File: src/rtl/dio_seq_pkg.sv
// Shared types and defaults for the DIO step sequencer.
// State encoding, table geometry and counter widths live here.
package dio_seq_pkg;

  typedef enum logic [1:0] {
    ST_IDLE  = 2'd0,
    ST_ARMED = 2'd1,
    ST_RUN   = 2'd2
  } state_e;

  localparam int DIO_N_STEPS = 8;
  localparam int DIO_DWELL_W = 16;
  localparam int REPEAT_W    = 8;

endpackage

File: src/rtl/dio_trig_sync.sv
// Optional 2-flop synchronizer followed by a rising-edge pulse.
// SYNC=0 keeps one input register so edges still act one edge late.
module dio_trig_sync
  import dio_seq_pkg::*;
#(
  parameter bit SYNC = 1'b1
) (
  input  logic clk,
  input  logic rst,
  input  logic din,
  output logic rise
);

  logic samp_q;
  logic prev_q;

  if (SYNC) begin : g_sync
    logic meta_q;
    // two-stage capture of an asynchronous pin
    always_ff @(posedge clk or posedge rst) begin
      if (rst) begin
        meta_q <= 1'b0;
        samp_q <= 1'b0;
      end else begin
        meta_q <= din;
        samp_q <= meta_q;
      end
    end
  end else begin : g_nosync
    // single register for an already-synchronous level
    always_ff @(posedge clk or posedge rst) begin
      if (rst) samp_q <= 1'b0;
      else     samp_q <= din;
    end
  end

  // previous sample for edge detection
  always_ff @(posedge clk or posedge rst) begin
    if (rst) prev_q <= 1'b0;
    else     prev_q <= samp_q;
  end

  assign rise = samp_q & ~prev_q;

endmodule

File: src/rtl/dio_step_sequencer.sv
// Trigger-armed pattern sequencer driving the 8 DIO output pins.
// Config is captured on arm and replayed step by step with a dwell.
module dio_step_sequencer
  import dio_seq_pkg::*;
#(
  parameter int N_STEPS = DIO_N_STEPS,
  parameter int DWELL_W = DIO_DWELL_W
) (
  input  logic                       Clk,
  input  logic                       Reset,
  input  logic                       Arm,
  input  logic                       Abort,
  input  logic                       SwTrig,
  input  logic                       TrigPin,
  input  logic [$clog2(N_STEPS)-1:0] NumSteps,
  input  logic [REPEAT_W-1:0]        Repeat,
  input  logic [DWELL_W-1:0]         Dwell,
  input  logic [7:0]                 IdlePattern,
  input  logic [8*N_STEPS-1:0]       Patterns,
  output logic [7:0]                 DioOut,
  output logic                       Busy,
  output logic                       Done,
  output logic [$clog2(N_STEPS)-1:0] StepIdx
);

  localparam int STEP_W = $clog2(N_STEPS);

  logic arm_rise;
  logic sw_rise;
  logic pin_rise;
  logic trig;

  state_e                state_q, state_d;
  logic [STEP_W-1:0]     step_q, step_d;
  logic [DWELL_W-1:0]    dwell_q, dwell_d;
  logic [REPEAT_W-1:0]   pass_q, pass_d;
  logic [7:0]            dio_q, dio_d;
  logic                  done_q, done_d;

  logic [STEP_W-1:0]     cfg_num_q, cfg_num_d;
  logic [REPEAT_W-1:0]   cfg_rep_q, cfg_rep_d;
  logic [DWELL_W-1:0]    cfg_dwell_q, cfg_dwell_d;
  logic [7:0]            cfg_idle_q, cfg_idle_d;
  logic [8*N_STEPS-1:0]  cfg_pat_q, cfg_pat_d;

  dio_trig_sync #(.SYNC(1'b1)) u_pin_sync (
    .clk  (Clk),
    .rst  (Reset),
    .din  (TrigPin),
    .rise (pin_rise)
  );

  dio_trig_sync #(.SYNC(1'b0)) u_sw_edge (
    .clk  (Clk),
    .rst  (Reset),
    .din  (SwTrig),
    .rise (sw_rise)
  );

  dio_trig_sync #(.SYNC(1'b0)) u_arm_edge (
    .clk  (Clk),
    .rst  (Reset),
    .din  (Arm),
    .rise (arm_rise)
  );

  assign trig = pin_rise | sw_rise;

  function automatic logic [7:0] pat_sel(
    input logic [8*N_STEPS-1:0] tbl,
    input logic [STEP_W-1:0]    idx
  );
    return tbl[int'(idx)*8 +: 8];
  endfunction

  // next-state, counters, output pattern and config capture
  always_comb begin
    state_d     = state_q;
    step_d      = step_q;
    dwell_d     = dwell_q;
    pass_d      = pass_q;
    dio_d       = dio_q;
    done_d      = 1'b0;
    cfg_num_d   = cfg_num_q;
    cfg_rep_d   = cfg_rep_q;
    cfg_dwell_d = cfg_dwell_q;
    cfg_idle_d  = cfg_idle_q;
    cfg_pat_d   = cfg_pat_q;

    if (Abort) begin
      state_d = ST_IDLE;
      step_d  = '0;
      dwell_d = '0;
      pass_d  = '0;
      dio_d   = cfg_idle_q;
    end else begin
      unique case (state_q)
        ST_IDLE: begin
          if (arm_rise) begin
            state_d     = ST_ARMED;
            cfg_num_d   = NumSteps;
            cfg_rep_d   = Repeat;
            cfg_dwell_d = Dwell;
            cfg_idle_d  = IdlePattern;
            cfg_pat_d   = Patterns;
            dio_d       = IdlePattern;
          end
        end
        ST_ARMED: begin
          if (trig) begin
            state_d = ST_RUN;
            step_d  = '0;
            dwell_d = '0;
            pass_d  = REPEAT_W'(1);
            dio_d   = pat_sel(cfg_pat_q, '0);
          end
        end
        ST_RUN: begin
          if (dwell_q == cfg_dwell_q && step_q == cfg_num_q) begin
            dwell_d = '0;
            step_d  = '0;
            if (cfg_rep_q != '0 && pass_q == cfg_rep_q) begin
              state_d = ST_IDLE;
              pass_d  = '0;
              dio_d   = cfg_idle_q;
              done_d  = 1'b1;
            end else begin
              if (pass_q != '1) pass_d = pass_q + REPEAT_W'(1);
              dio_d = pat_sel(cfg_pat_q, '0);
            end
          end else if (dwell_q == cfg_dwell_q) begin
            step_d  = step_q + STEP_W'(1);
            dwell_d = '0;
            dio_d   = pat_sel(cfg_pat_q, step_q + STEP_W'(1));
          end else begin
            dwell_d = dwell_q + DWELL_W'(1);
          end
        end
        default: begin
          state_d = ST_IDLE;
          step_d  = '0;
          dwell_d = '0;
          pass_d  = '0;
          dio_d   = cfg_idle_q;
        end
      endcase
    end
  end

  // state, counters and latched configuration
  always_ff @(posedge Clk or posedge Reset) begin
    if (Reset) begin
      state_q     <= ST_IDLE;
      step_q      <= '0;
      dwell_q     <= '0;
      pass_q      <= '0;
      dio_q       <= 8'h00;
      done_q      <= 1'b0;
      cfg_num_q   <= '0;
      cfg_rep_q   <= '0;
      cfg_dwell_q <= '0;
      cfg_idle_q  <= '0;
      cfg_pat_q   <= '0;
    end else begin
      state_q     <= state_d;
      step_q      <= step_d;
      dwell_q     <= dwell_d;
      pass_q      <= pass_d;
      dio_q       <= dio_d;
      done_q      <= done_d;
      cfg_num_q   <= cfg_num_d;
      cfg_rep_q   <= cfg_rep_d;
      cfg_dwell_q <= cfg_dwell_d;
      cfg_idle_q  <= cfg_idle_d;
      cfg_pat_q   <= cfg_pat_d;
    end
  end

  assign DioOut  = dio_q;
  assign Busy    = (state_q != ST_IDLE);
  assign Done    = done_q;
  assign StepIdx = step_q;

endmodule

File: config.mk
export PLATFORM = sky130hd
export DESIGN_NAME = dio_step_sequencer
export DESIGN_NICKNAME = d
export VERILOG_FILES = /design/src/rtl/dio_seq_pkg.sv /design/src/rtl/dio_trig_sync.sv /design/src/rtl/dio_step_sequencer.sv
export SDC_FILE = /design/constraint.sdc
export NUM_CORES = 1
export LEC_CHECK = 0
export BUFFER_PORTS_ARGS = -buffer_cell sky130_fd_sc_hd__clkbuf_2
export CAP_MARGIN = 25
export CORE_UTILIZATION = 45
export CTS_BUF_LIST = sky130_fd_sc_hd__clkbuf_8 sky130_fd_sc_hd__clkbuf_16
export DETAILED_ROUTE_END_ITERATION = 8
export PLACE_DENSITY = 0.76
export SYNTH_ARGS = -nofsm -noshare
export SYNTH_HDL_FRONTEND = slang
export SYNTH_HIERARCHICAL = 1
export SYNTH_SLANG_ARGS = --single-unit
File: constraint.sdc
create_clock -name Clk -period 5.4 [get_ports Clk]
set_input_delay 0.27 -clock Clk [delete_from_list [all_inputs] [get_ports Clk]]
set_output_delay 0.27 -clock Clk [all_outputs]
set_load 0.1 [all_outputs]
==> flow_summary.html <==
<table>
<tr><th>Metric</th><th>Value</th></tr>
<tr><th colspan="2">Power</th></tr>
<tr><td>Maximum VDD drop</td><td>297 uV</td></tr>
<tr><td>P_leak</td><td>3.83 nW</td></tr>
<tr><td>Power per Cell Area</td><td>514 mW/mm^2</td></tr>
<tr><th colspan="2">Setup path</th></tr>
<tr><td>Top Family by Delay on Critical Path</td><td>simple AND/OR/NAND/NOR gates</td></tr>
<tr><td>Cell-by-cell listing of the critical path</td><td>inv_1, ha_1, or3b_2, a21oi_1, nor3b_1, nand3_1, xor2_1, nor2_1</td></tr>
<tr><td>Data arrival, critical path</td><td>3.25 ns</td></tr>
<tr><td>Maximum fanout encountered on the critical timing path</td><td>12</td></tr>
<tr><td>Worst Path Class, Setup</td><td>reg2reg</td></tr>
<tr><td>Bufs and invs on worst path</td><td>1</td></tr>
<tr><td>Critical Path Slowest Stage Cell</td><td>sky130_fd_sc_hd__a21oi_1</td></tr>
<tr><td>Worst Setup Start Kind</td><td>register</td></tr>
<tr><td>Maximum cell stage delay along the critical path</td><td>0.68 ns</td></tr>
<tr><td>Kind of end point of the critical path</td><td>register</td></tr>
<tr><td>Critical path required time</td><td>5.71 ns</td></tr>
<tr><th colspan="2">Finish</th></tr>
<tr><td>Layout Area Growth over Synthesis</td><td>20.2%</td></tr>
<tr><td>Final core utilization</td><td>56.0%</td></tr>
<tr><td>Number of nets in the final layout</td><td>807</td></tr>
<tr><td>Multi-input logic area</td><td>0.00339 sq mm</td></tr>
<tr><td>Area taken by flip-flops and latches</td><td>0.00360 sq mm</td></tr>
<tr><td>Layout cell share with drive strength beyond 1</td><td>39.2%</td></tr>
<tr><td>Number of diodes</td><td>0</td></tr>
<tr><td>Fill cell count</td><td>1308</td></tr>
<tr><th colspan="2">Synthesis</th></tr>
<tr><td>Proportion of register bits with asynchronous set or reset after synthesis</td><td>100%</td></tr>
<tr><td>Total standard cell area after synthesis</td><td>0.00716 sq mm</td></tr>
<tr><td>Syn_area_per_cell</td><td>12.4 sq um</td></tr>
<tr><td>Number of enable flip-flop cells after synthesis</td><td>0</td></tr>
<tr><td>Post-synthesis cell type count</td><td>50</td></tr>
<tr><td>Post-synthesis cell count</td><td>579</td></tr>
<tr><td>YS warnings</td><td>6</td></tr>
<tr><td>Synthesis-stage register bit count</td><td>144</td></tr>
<tr><td>Leading register cell type out of synthesis</td><td>sky130_fd_sc_hd__dfrtp_1</td></tr>
<tr><td>Share of synthesized area occupied by flip-flops and latches</td><td>50.3%</td></tr>
<tr><td>Post-synth net total</td><td>692</td></tr>
<tr><th colspan="2">Route</th></tr>
<tr><td>Vias</td><td>5225</td></tr>
<tr><td>DR WL/cell</td><td>18.5 um</td></tr>
<tr><td>Detailed-route wire length</td><td>17000 um</td></tr>
<tr><td>Initial DRC Count</td><td>372</td></tr>
<tr><td>Router iterations before antenna repair</td><td>5</td></tr>
<tr><td>DR DRC count</td><td>0</td></tr>
<tr><td>Number of nets with antenna violations after routing</td><td>0</td></tr>
<tr><td>Routed via count divided by cell count</td><td>5.70</td></tr>
<tr><th colspan="2">Clocking</th></tr>
<tr><td>CTS tree</td><td>done</td></tr>
<tr><td>CTS Buf Count</td><td>17</td></tr>
<tr><td>Clock sink count</td><td>144</td></tr>
<tr><td>Clock Pin Slew Worst Setup and Hold Paths</td><td>0.06 ns</td></tr>
<tr><td>Clock root buffer master</td><td>sky130_fd_sc_hd__clkbuf_16</td></tr>
<tr><td>Gates resized, CTS repair</td><td>0</td></tr>
<tr><td>H-tree level count</td><td>4</td></tr>
<tr><td>Insertion delay to the later sink of the worst-skew pair</td><td>0.43 ns</td></tr>
<tr><td>Clock buffer depth</td><td>2</td></tr>
<tr><th colspan="2">Floorplan</th></tr>
<tr><td>Number of primary I/O pins</td><td>118</td></tr>
<tr><td>Die Area</td><td>0.0164 sq mm</td></tr>
<tr><td>Effective utilization at floorplan</td><td>46.6%</td></tr>
<tr><td>Area of the core</td><td>0.0154 sq mm</td></tr>
<tr><td>Horiz. Die Dim</td><td>128 um</td></tr>
<tr><td>Die Ht</td><td>128 um</td></tr>
<tr><td>Number of rows in the core area</td><td>45</td></tr>
<tr><th colspan="2">Timing</th></tr>
<tr><td>Achievable clock frequency</td><td>0.341 GHz</td></tr>
<tr><td>Relative max-transition margin</td><td>37.5%</td></tr>
<tr><td>Hold Vio Cnt, Final</td><td>0</td></tr>
<tr><td>Final period util</td><td>54.4%</td></tr>
<tr><td>Setup-violating endpoint count in the final report</td><td>0</td></tr>
<tr><td>Count of final max-slew check failures</td><td>0</td></tr>
<tr><td>Final period demand of the worst path</td><td>2.94 ns</td></tr>
<tr><td>Final sum of negative setup slack</td><td>0 ns</td></tr>
<tr><td>Clock tree skew after final layout</td><td>0.0145 ns</td></tr>
<tr><td>Worst Max-Slew Pin Slew</td><td>0.937 ns</td></tr>
<tr><td>Unrepaired setup endpoints after global routing</td><td>false</td></tr>
<tr><th colspan="2">Global route</th></tr>
<tr><td>Overflow left after global routing</td><td>0</td></tr>
<tr><td>Number of global-route vias before repair</td><td>5467</td></tr>
<tr><td>GRT Total Usage</td><td>22.4%</td></tr>
<tr><td>Wire length of the first global-routing pass</td><td>28100 um</td></tr>
<tr><td>Antenna violations before repair</td><td>0</td></tr>
<tr><td>Maximum number of pins on one net before global-route repair</td><td>58</td></tr>
<tr><th colspan="2">Worst hold path</th></tr>
<tr><td>Class of the worst hold path</td><td>in2reg</td></tr>
<tr><th colspan="2">Placement</th></tr>
<tr><td>Port Buf Inserts</td><td>117</td></tr>
<tr><td>Post-DP HPWL</td><td>12200 um</td></tr>
<tr><td>Weighted congestion at the end of routability-driven global placement</td><td>0.840</td></tr>
<tr><th colspan="2">Flow run</th></tr>
<tr><td>Max cap viols</td><td>0</td></tr>
<tr><th colspan="2">Status</th></tr>
<tr><td>Status</td><td>complete, no violations</td></tr>
</table>
## metrics by stage
step / cells / power (mW) / area (sq um) / hold slack (ns) / worst slack, ns
after floorplan: 579 / 2.89 / 7160 / 0.0112 / 1.46
after global placement: 880 / 3.18 / 7960 / 0.172 / 2.36
after detailed placement: 882 / 3.28 / 8000 / 0.183 / 2.49
after CTS: 917 / 4.45 / 8610 / 0.0554 / 2.47
after global routing: 917 / 4.66 / 8610 / 0.0617 / 2.29
final: 917 / 4.43 / 8610 / 0.0656 / 2.46
## Yosys cell counts (15+ instances only)
| cell type | instances | area, sq um |
|---|---|---|
| sky130_fd_sc_hd__dfrtp_1 | 144 | 3600 |
| sky130_fd_sc_hd__mux2_2 | 99 | 1110 |
| sky130_fd_sc_hd__xnor2_1 | 26 | 228 |
| sky130_fd_sc_hd__clkbuf_1 | 24 | 90.1 |
| sky130_fd_sc_hd__nor2_1 | 20 | 75.1 |
| sky130_fd_sc_hd__a22o_1 | 19 | 166 |
| sky130_fd_sc_hd__mux2i_1 | 18 | 180 |
| sky130_fd_sc_hd__nand2_1 | 18 | 67.6 |
| sky130_fd_sc_hd__inv_1 | 17 | 63.8 |
| sky130_fd_sc_hd__o21ai_0 | 16 | 80.1 |
| sky130_fd_sc_hd__and3_1 | 15 | 93.8 |
| sky130_fd_sc_hd__nand3_1 | 15 | 75.1 |
| sky130_fd_sc_hd__o31ai_1 | 15 | 113 |
## power by group
part	leakage [nW]	internal, mW	switching [mW]
registers	1.76	1.50	0.317
clock network	0.281	0.689	0.462
logic	1.78	0.655	0.806
total	3.83	2.84	1.59
## layout make-up
type	instances	area share [%]
flip-flops and latches	144	41.8
multi-input cells	385	39.4
repair buffers	129	8.24
clock buffers	18	5.10
well taps	211	3.07
clock inverters	13	1.61
inverters	17	0.770
## repair_timing
action,in CTS,in global routing
buffers inserted,0,0
hold endpoints to repair,45,0
hold buffers,4,0
## logic make-up (layout without fill, tap and decap cells)
family                     Yosys count  in the layout  synth area share (%)
buffers and inverters               50            177                  2.81
AOI/OAI and AO/OA                  105            105                  11.4
DFF                                144            144                  50.3
and+or+nand+nor                    109            109                  8.68
adders and majority gates            8              8                  1.40
muxes                              126            126                  20.9
xor gates and xnor gates            37             37                  4.52
## final timing paths
path                                                          from                          end  slack, ns  cells past startpoint
worst max-delay path                        state_q[1]$_DFFE_PP0P_       dwell_q[9]$_DFFE_PP0P_       2.46                      8
worst min-delay path                                  Patterns[17]    cfg_pat_q[17]$_DFFE_PP0P_       0.07                      2
worst max register to register              state_q[1]$_DFFE_PP0P_       dwell_q[9]$_DFFE_PP0P_       2.46                      8
worst min register to register  u_pin_sync/g_sync.meta_q$_DFF_PP0_  u_pin_sync/samp_q$_DFF_PP0_       0.36                      0
max in group asynchronous                                    Reset    cfg_pat_q[46]$_DFFE_PP0P_       3.98                      4
min in group asynchronous                                    Reset  u_arm_edge/samp_q$_DFF_PP0_       0.29                      3
## flip-flops by register name (all words and copies together) (netlist names)
name	flops
u_pin_sync/g_sync.meta_q	1
DioOut	8
pass_q	8
cfg_pat_q	64
u_sw_edge/samp_q	1
cfg_rep_q	8
StepIdx	3
cfg_num_q	3
Done	1
u_pin_sync/prev_q	1
cfg_dwell_q	16
u_arm_edge/prev_q	1
u_arm_edge/samp_q	1
state_q	2
u_sw_edge/prev_q	1
dwell_q	16
cfg_idle_q	8
u_pin_sync/samp_q	1
## per-layer routing
metal	track usage, %	routed length (um)
met4	9.20	437
met5	0	0
met2	37.0	8380
met3	6.59	1090
met1	27.4	7100
## cells in the final DEF (no fill, tap or decap), types with 16 or more instances in the layout
master and n:
sky130_fd_sc_hd__xnor2_1 26, sky130_fd_sc_hd__mux2_2 99, sky130_fd_sc_hd__nor2_1 20, sky130_fd_sc_hd__clkbuf_2 117, sky130_fd_sc_hd__inv_1 17, sky130_fd_sc_hd__mux2i_1 18
sky130_fd_sc_hd__a22o_1 19, sky130_fd_sc_hd__dfrtp_1 144, sky130_fd_sc_hd__nand2_1 18, sky130_fd_sc_hd__o21ai_0 16, sky130_fd_sc_hd__clkbuf_16 17
Note: power is estimated with default switching activity, not from simulation.
